File: src/rtl/ahb_apb_bridge_ctrl.sv
// AHB-to-APB bridge controller: pipelines the AHB address phase and
// sequences single-wait-free SETUP/ENABLE accesses on the APB side.
module ahb_apb_bridge_ctrl (
    input  logic        Hclk,
    input  logic        Hreset,
    input  logic        Hwrite,
    input  logic        Hreadyin,
    input  logic [1:0]  Htrans,
    input  logic [31:0] Haddr,
    input  logic [31:0] Hwdata,
    input  logic [31:0] Prdata,
    output logic        Hreadyout,
    output logic [31:0] Hrdata,
    output logic [1:0]  Hresp,
    output logic [31:0] Paddr,
    output logic [31:0] Pwdata,
    output logic [2:0]  Pselx,
    output logic        Pwrite,
    output logic        Penable
);

    typedef enum logic [2:0] {
        IDLE,
        WWAIT,
        READ,
        WRITE,
        WRITEP,
        RENABLE,
        WENABLE,
        WENABLEP
    } state_e;

    state_e state_q, state_d;

    logic [31:0] haddr1_q, haddr2_q, hwdata1_q;
    logic        hwrite_reg_q, hwrite_reg1_q;

    logic [31:0] paddr_q, pwdata_q;
    logic [2:0]  psel_q;
    logic        pwrite_q, penable_q, hready_q;

    logic        valid;
    logic [31:0] waddr;
    logic        pipe_unused;

    function automatic logic [2:0] sel_decode(input logic [31:0] a);
        logic [2:0] s;
        unique case (a[31:26])
            6'b100000: s = 3'b001;
            6'b100001: s = 3'b010;
            6'b100010: s = 3'b100;
            default:   s = 3'b000;
        endcase
        return s;
    endfunction

    assign valid = Hreadyin && Htrans[1] &&
                   (Haddr >= 32'h8000_0000) &&
                   (Haddr <  32'h8C00_0000);

    // Pipelined writes take the older address once the bridge is streaming.
    assign waddr = (state_q == WENABLEP) ? haddr2_q : haddr1_q;

    assign pipe_unused = ^{hwdata1_q, hwrite_reg1_q};

    always_ff @(posedge Hclk or posedge Hreset) begin
        if (Hreset) begin
            haddr1_q      <= '0;
            haddr2_q      <= '0;
            hwdata1_q     <= '0;
            hwrite_reg_q  <= 1'b0;
            hwrite_reg1_q <= 1'b0;
        end else begin
            if (Hreadyin) begin
                haddr1_q     <= Haddr;
                hwrite_reg_q <= Hwrite;
                hwdata1_q    <= Hwdata;
            end
            haddr2_q      <= haddr1_q;
            hwrite_reg1_q <= hwrite_reg_q;
        end
    end

    always_comb begin
        state_d = state_q;
        unique case (state_q)
            IDLE, RENABLE, WENABLE: begin
                if (valid) state_d = Hwrite ? WWAIT : READ;
                else       state_d = IDLE;
            end
            WWAIT:    state_d = valid ? WRITEP : WRITE;
            READ:     state_d = RENABLE;
            WRITE:    state_d = valid ? WENABLEP : WENABLE;
            WRITEP:   state_d = WENABLEP;
            WENABLEP: begin
                if (!hwrite_reg_q) state_d = READ;
                else               state_d = valid ? WRITEP : WRITE;
            end
            default:  state_d = IDLE;
        endcase
    end

    // Outputs are loaded from the state being entered.
    always_ff @(posedge Hclk or posedge Hreset) begin
        if (Hreset) begin
            state_q   <= IDLE;
            paddr_q   <= '0;
            pwdata_q  <= '0;
            psel_q    <= 3'b000;
            pwrite_q  <= 1'b0;
            penable_q <= 1'b0;
            hready_q  <= 1'b1;
        end else begin
            state_q  <= state_d;
            hready_q <= !(state_d inside {READ, WRITEP, WENABLEP});
            unique case (state_d)
                IDLE, WWAIT: begin
                    psel_q    <= 3'b000;
                    pwrite_q  <= 1'b0;
                    penable_q <= 1'b0;
                end
                READ: begin
                    paddr_q   <= Haddr;
                    psel_q    <= sel_decode(Haddr);
                    pwrite_q  <= 1'b0;
                    penable_q <= 1'b0;
                end
                WRITE, WRITEP: begin
                    paddr_q   <= waddr;
                    pwdata_q  <= Hwdata;
                    psel_q    <= sel_decode(waddr);
                    pwrite_q  <= 1'b1;
                    penable_q <= 1'b0;
                end
                default: begin
                    penable_q <= 1'b1;
                end
            endcase
        end
    end

    assign Paddr     = paddr_q;
    assign Pwdata    = pwdata_q;
    assign Pselx     = psel_q;
    assign Pwrite    = pwrite_q;
    assign Penable   = penable_q;
    assign Hreadyout = hready_q;
    assign Hrdata    = Prdata;
    assign Hresp     = 2'b00;

endmodule
File: config.mk
export PLATFORM = sky130hd
export DESIGN_NAME = ahb_apb_bridge_ctrl
export DESIGN_NICKNAME = d
export VERILOG_FILES = /design/src/rtl/ahb_apb_bridge_ctrl.sv
export SDC_FILE = /design/constraint.sdc
export NUM_CORES = 1
export LEC_CHECK = 0
export BUFFER_PORTS_ARGS = -buffer_cell sky130_fd_sc_hd__buf_2
export CAP_MARGIN = 20
export CORE_MARGIN = 1
export CORE_UTILIZATION = 40
export DETAILED_ROUTE_END_ITERATION = 8
export HOLD_SLACK_MARGIN = 0.08
export PLACE_DENSITY = 0.65
export SETUP_SLACK_MARGIN = 0.5
export SLEW_MARGIN = 20
export SYNTH_ARGS = -nofsm -noshare
export SYNTH_HDL_FRONTEND = slang
export SYNTH_SLANG_ARGS = --single-unit
export TNS_END_PERCENT = 30
File: constraint.sdc
create_clock -name Hclk -period 4.75 [get_ports Hclk]
set_input_delay 0.2375 -clock Hclk [delete_from_list [all_inputs] [get_ports Hclk]]
set_output_delay 0.2375 -clock Hclk [all_outputs]
set_load 0.005 [all_outputs]
==> run metrics, run 1 <==
crit path time final 2570 ps; WL per Instance 17.4 um; setup violators final 0; status completed; Power per Cell Area 586 nW/um^2; initial antenna violation count 0; CP max FO 37; PostCTS Resize Cnt 0; cell taking the most area after synthesis dfrtp_1; part of the power in registers 40.3%; die height 123 um; first-pass detailed-route iteration total 4; maximum vdd drop 0.000249 V; drt drc 0; Post-CTS Hold Fix Bufs 59; cell area after placement 6440 um^2; Final Cell Area 7570 um^2; full die area 15200 um^2; MaxCap Viol Count 0; Die X-Extent 123 um; vias in the first global route 4494; NetSw 1.39 mW; GR Overflow Total 0; CTS Buffer Depth 2; P_int 3.05 mW; crit start category flip-flop; num ports 206; clock-pin slew on the worst setup and hold paths 50 ps; Setup Buffers After CTS 0; post-synthesis async set-or-reset flop share 100%; TritonCTS clock tree built; Vias per Instance 5.23; Syn Area/Cell 12.2 um^2; Synth top area share 58.4%; area delta synth->final 28.9%; GRT Overall Usage 20.1%; CTS root buffer clkbuf_16; HPWL Detailed 8870 um; Lkg Pwr 3.48 nW; commonest non-fill, non-tap cell in the layout buf_2; share of post-route cells with drive strength above 1 38.3%; gpl congestion 0.812; setup TNS 0 ps; f_max 389 MHz; Final ANT Viol Nets 0; Fill cells 1217; H-Tree Depth 4; worst path required time 5050 ps; TritonCTS Buffers 17; Mapped Cells 481; final WL 14500 um; Hold Vio Cnt, Final 0; Crit Path Category reg2reg; CP arrival 2870 ps; area of the mapped netlist 5870 um^2; Crit. End Element flip-flop; clk sink count 138; Post-synth EDFFs 0; Seq/Total Area, Yosys 58.8%; Initial Utilization 41.7%; clock group share of total power 27.2%; top post-synthesis cells by area dfrtp_1 58%, mux2_2 12%, a221o_1 4.8%; RSZ-0062 raised after global routing no; worst rel slew slack 35.2%; Warnings, synthesis 0; CORE AREA 14100 um^2; number of synthesized register bits 138; global-route wire length before repair 22900 um; IO buf count 138; total number of vias 4343; site row count 43; combinational cell fraction of total power 32.5%; most frequent cells in the layout 138 x buf_2, 137 x dfrtp_1, 71 x nand2_1, 65 x mux2_2, 59 x dlygate4sd3_1; worst skew pair latency 410 ps; Post-synth top flop dfrtp_1; Clock Skew 6.24 ps; antenna diode count 0; count of cell types in the netlist 46; Hold WC Path Type in2reg; fin. max-slew vios 0; worst-margin pin slew 971 ps; DR iter-0 viols 216; Final Cycle Share 54.2%; Net Sw Frac 31.2%; Final #Nets 742; largest net degree at the start of global routing 78
[logic make-up after synthesis]
kind of cell	after synthesis	share of synthesized area, %
flops	138	58.8
compound gates	92	11.7
simple gates	116	9.48
buf+inv	69	7.48
other cells	1	0.0639
mux	65	12.5
[critical path, cell delays in order, from the launching register on]
cell,delay (ps)
dfrtp_1,670
o21ai_0,210
nand2_2,660
buf_4,490
mux2_2,400
[through the flow]
step / hold slack (ps) / power, mW / utilization [%] / worst slack, ps / cells
final: 122 / 4.44 / 53.7 / 2180 / 830
after global placement: 376 / 3.16 / 45.7 / 2080 / 741
after CTS: 106 / 4.46 / 53.6 / 2170 / 829
after floorplan: 368 / 2.70 / - / 818 / 482
after global routing: 104 / 4.70 / 53.7 / 1990 / 830
after detailed placement: 380 / 3.21 / 45.7 / 2020 / 741
[power groups by stage]
| stage | Clock (mW) | Combinational (mW) | Sequential [mW] |
|---|---|---|---|
| after floorplan | 0 | 0.949 | 1.75 |
| after global placement | 0 | 1.38 | 1.78 |
| after detailed placement | 0 | 1.41 | 1.80 |
| after CTS | 1.23 | 1.45 | 1.78 |
| after global routing | 1.28 | 1.59 | 1.84 |
| final | 1.21 | 1.44 | 1.79 |
[sequential cells by signal (all words and copies together), names as in the netlist]
signal        cells
Paddr            32
Pselx             3
haddr1_q         32
state_q           3
Penable           1
Hreadyout         1
Pwrite            1
hwrite_reg_q      1
haddr2_q         32
Pwdata           32
[per-layer routing]
layer,global-route usage (%),vias to the layer above,part of all wire [%]
met5,0,-,0
met3,5.72,37,6.0
met2,33.6,136,50
li1,-,1997,-
met4,9.41,0,2.7
met1,23.9,2173,42
[cell usage after synthesis (all sizes together) (4+ instances only)]
cell and number:
buf 45, a221o 32, nor3 6, clkbuf 21, nand2b 5, dfrtp 137, a21oi 37, nand2 73
nor2 9, mux2 65, nand3 4, o21ai 4
[final cells by class]
| cell class | instances | area (um^2) | share of cell area, % |
|---|---|---|---|
| clock buffer | 27 | 493 | 6.51 |
| sequential | 138 | 3450 | 45.6 |
| inverter | 3 | 16.3 | 0.215 |
| clock inverter | 2 | 37.5 | 0.496 |
| multi-input combinational | 275 | 2000 | 26.4 |
| timing repair buffer | 205 | 1350 | 17.8 |
| tap | 180 | 225 | 2.97 |
[final timing paths]
path,startpoint,endpoint,slack (ps),depth (start not counted)
setup / recovery,state_q[1]$_DFF_PP0_,Pwdata[23]$_DFFE_PP0N_,2180,4
hold / removal,Haddr[28],Paddr[28]$_DFFE_PP0P_,120,2
setup reg to reg,state_q[1]$_DFF_PP0_,Pwdata[23]$_DFFE_PP0N_,2180,4
hold reg to reg,haddr1_q[4]$_DFFE_PP0P_,haddr2_q[4]$_DFF_PP0_,390,0
max in group asynchronous,Hreset,state_q[1]$_DFF_PP0_,2970,4
min in group asynchronous,Hreset,haddr2_q[7]$_DFF_PP0_,510,3
No activity file was read; power rests on OpenSTA's default activity.
==> run 2, diff against run 1 <==
--- a/config.mk
+++ b/config.mk
@@ -11,7 +11,7 @@
 export CORE_UTILIZATION = 40
 export DETAILED_ROUTE_END_ITERATION = 8
 export HOLD_SLACK_MARGIN = 0.08
-export PLACE_DENSITY = 0.65
+export PLACE_DENSITY = 0.68
 export SETUP_SLACK_MARGIN = 0.5
 export SLEW_MARGIN = 20
 export SYNTH_ARGS = -nofsm -noshare
==> constraint.sdc (replaced) <==
create_clock -name Hclk -period 2.18 [get_ports Hclk]
set_input_delay 0.109 -clock Hclk [delete_from_list [all_inputs] [get_ports Hclk]]
set_output_delay 0.109 -clock Hclk [all_outputs]
set_load 0.005 [all_outputs]
==> run 2 against run 1 <==
  * Non-clock buffer count is 42 higher
  * Count of clock-buffer cells in the layout down 7
  * Largest power group is now combinational cells
  * Design area increased by 9.5%
  * Sequential cell count unchanged
  * Critical path depth is 1 higher
  * Largest cell class unchanged
  * Highest routed layer unchanged
  * Register-to-register slack lost 1800 ps
==> run metrics, run 2 (synthesis results as in run 1) <==
status completed; worst-margin pin slew 696 ps; Crit. End Element flip-flop; clock-pin slew on the worst setup and hold paths 60 ps; die height 123 um; CTS Buffer Depth 2; worst slack, placed 222 ps; total number of vias 4686; clk sink count 138; worst rel slew slack 53.6%; Worst path slowest cell dfrtp_2; HPWL Detailed 9160 um; Final ANT Viol Nets 0; crit start category flip-flop; worst skew pair latency 410 ps; CP arrival 2050 ps; Hold WC Path Type in2reg; Hold Vio Cnt, Final 0; CTS root buffer clkbuf_16; GR Overflow Total 0; initial antenna violation count 0; site row count 43; Lkg Pwr 3.81 nW; Clock Skew 11.1 ps; worst setup margin 426 ps; share of post-route cells with drive strength above 1 44.6%; global-route wire length before repair 24800 um; cell area after placement 6550 um^2; Power per Cell Area 1330 nW/um^2; MaxCap Viol Count 0; IO buf count 138; num ports 206; Final Cycle Share 80.4%; TritonCTS Buffers 17; final WL 16700 um; area delta synth->final 41.2%; Vias per Instance 5.36; CP peak stage delay 450 ps; crit path time final 1750 ps; Crit Path Category reg2reg; WL per Instance 19.0 um; RSZ-0062 raised after global routing yes; Die X-Extent 123 um; CP max FO 8; Final #Nets 784; TritonCTS clock tree built; CP cell instances nand2b_4, a31oi_2, or3_4, clkbuf_16, a221o_1; full die area 15200 um^2; maximum vdd drop 0.000574 V; antenna diode count 0; f_max 570 MHz; drt drc 0; H-Tree Depth 4; setup violators final 0; worst path required time 2470 ps; most frequent cells in the layout 138 x buf_2, 133 x dfrtp_1, 71 x nand2_1, 66 x dlygate4sd3_1, 65 x mux2_2; largest net degree at the start of global routing 83; first-pass detailed-route iteration total 5; Tot Pwr 11.0 mW; setup TNS 0 ps; commonest non-fill, non-tap cell in the layout buf_2; fin. max-slew vios 0; CORE AREA 14100 um^2; vias in the first global route 4751; DR iter-0 viols 265; GRT Overall Usage 21.8%; Final Cell Area 8290 um^2; gpl congestion 0.819; Initial Utilization 41.7%
-- run 2: report_power, final --
group	switching (mW)	internal [mW]
registers	0.472	3.38
clock network	1.11	1.70
logic	2.00	2.37
-- run 2: critical path, delay by kind of cell, from the launching register on --
family | cells | cell delay [ps]
AND/OR/NAND/NOR | 2 | 600
AO/OA/AOI/OAI | 2 | 380
buffers and inverters | 1 | 210
flip-flops | 1 | 450
-- run 2: routing by layer --
layer	share of wire, %	vias up	routed length, um	GRT usage, %
met5	0	-	0	0
met4	3.1	0	521	10.2
met3	5.7	55	954	6.41
met2	51	144	8440	35.3
met1	41	2394	6750	26.8
li1	-	2093	-	-
-- run 2: worst paths after layout --
path	end	slack [ps]	cells past startpoint	start
setup / recovery	Paddr[19]$_DFFE_PP0P_	430	5	state_q[1]$_DFF_PP0_
hold / removal	hwrite_reg_q$_DFFE_PP0P_	140	2	Hwrite
setup reg to reg	Paddr[19]$_DFFE_PP0P_	430	5	state_q[1]$_DFF_PP0_
hold reg to reg	haddr2_q[17]$_DFF_PP0_	400	0	haddr1_q[17]$_DFFE_PP0P_
max in group asynchronous	haddr2_q[13]$_DFF_PP0_	1210	4	Hreset
min in group asynchronous	haddr2_q[3]$_DFF_PP0_	380	4	Hreset
-- run 2: through the flow --
| step | utilization [%] | cells | hold WS [ps] |
|---|---|---|---|
| floorplan | - | 482 | 240 |
| global placement | 46.5 | 750 | 218 |
| detailed placement | 46.5 | 750 | 218 |
| CTS | 56.7 | 857 | 95.5 |
| global route | 58.8 | 875 | 128 |
| finish | 58.8 | 875 | 139 |
-- run 2: area by class of cell --
cell class                      count  area (um^2)
Timing Repair Buffer              247         1910
Clock buffer                       20          437
Multi-Input combinational cell    275         2110
Inverter                            3         15.0
Tap cell                          180          225
Fill cell                        1150         5800
Clock inverter                     12          141
Sequential cell                   138         3460
-- run 2: repair_timing --
action / CTS / global route
hold endpoints to repair: 234 / 0
gates resized for setup: 25 / 18
pin swaps: 9 / 20
gates cloned: 3 / 5
hold buffers: 66 / 0
endpoints found under the setup margin: 38 / 67
buffers inserted: 6 / 13
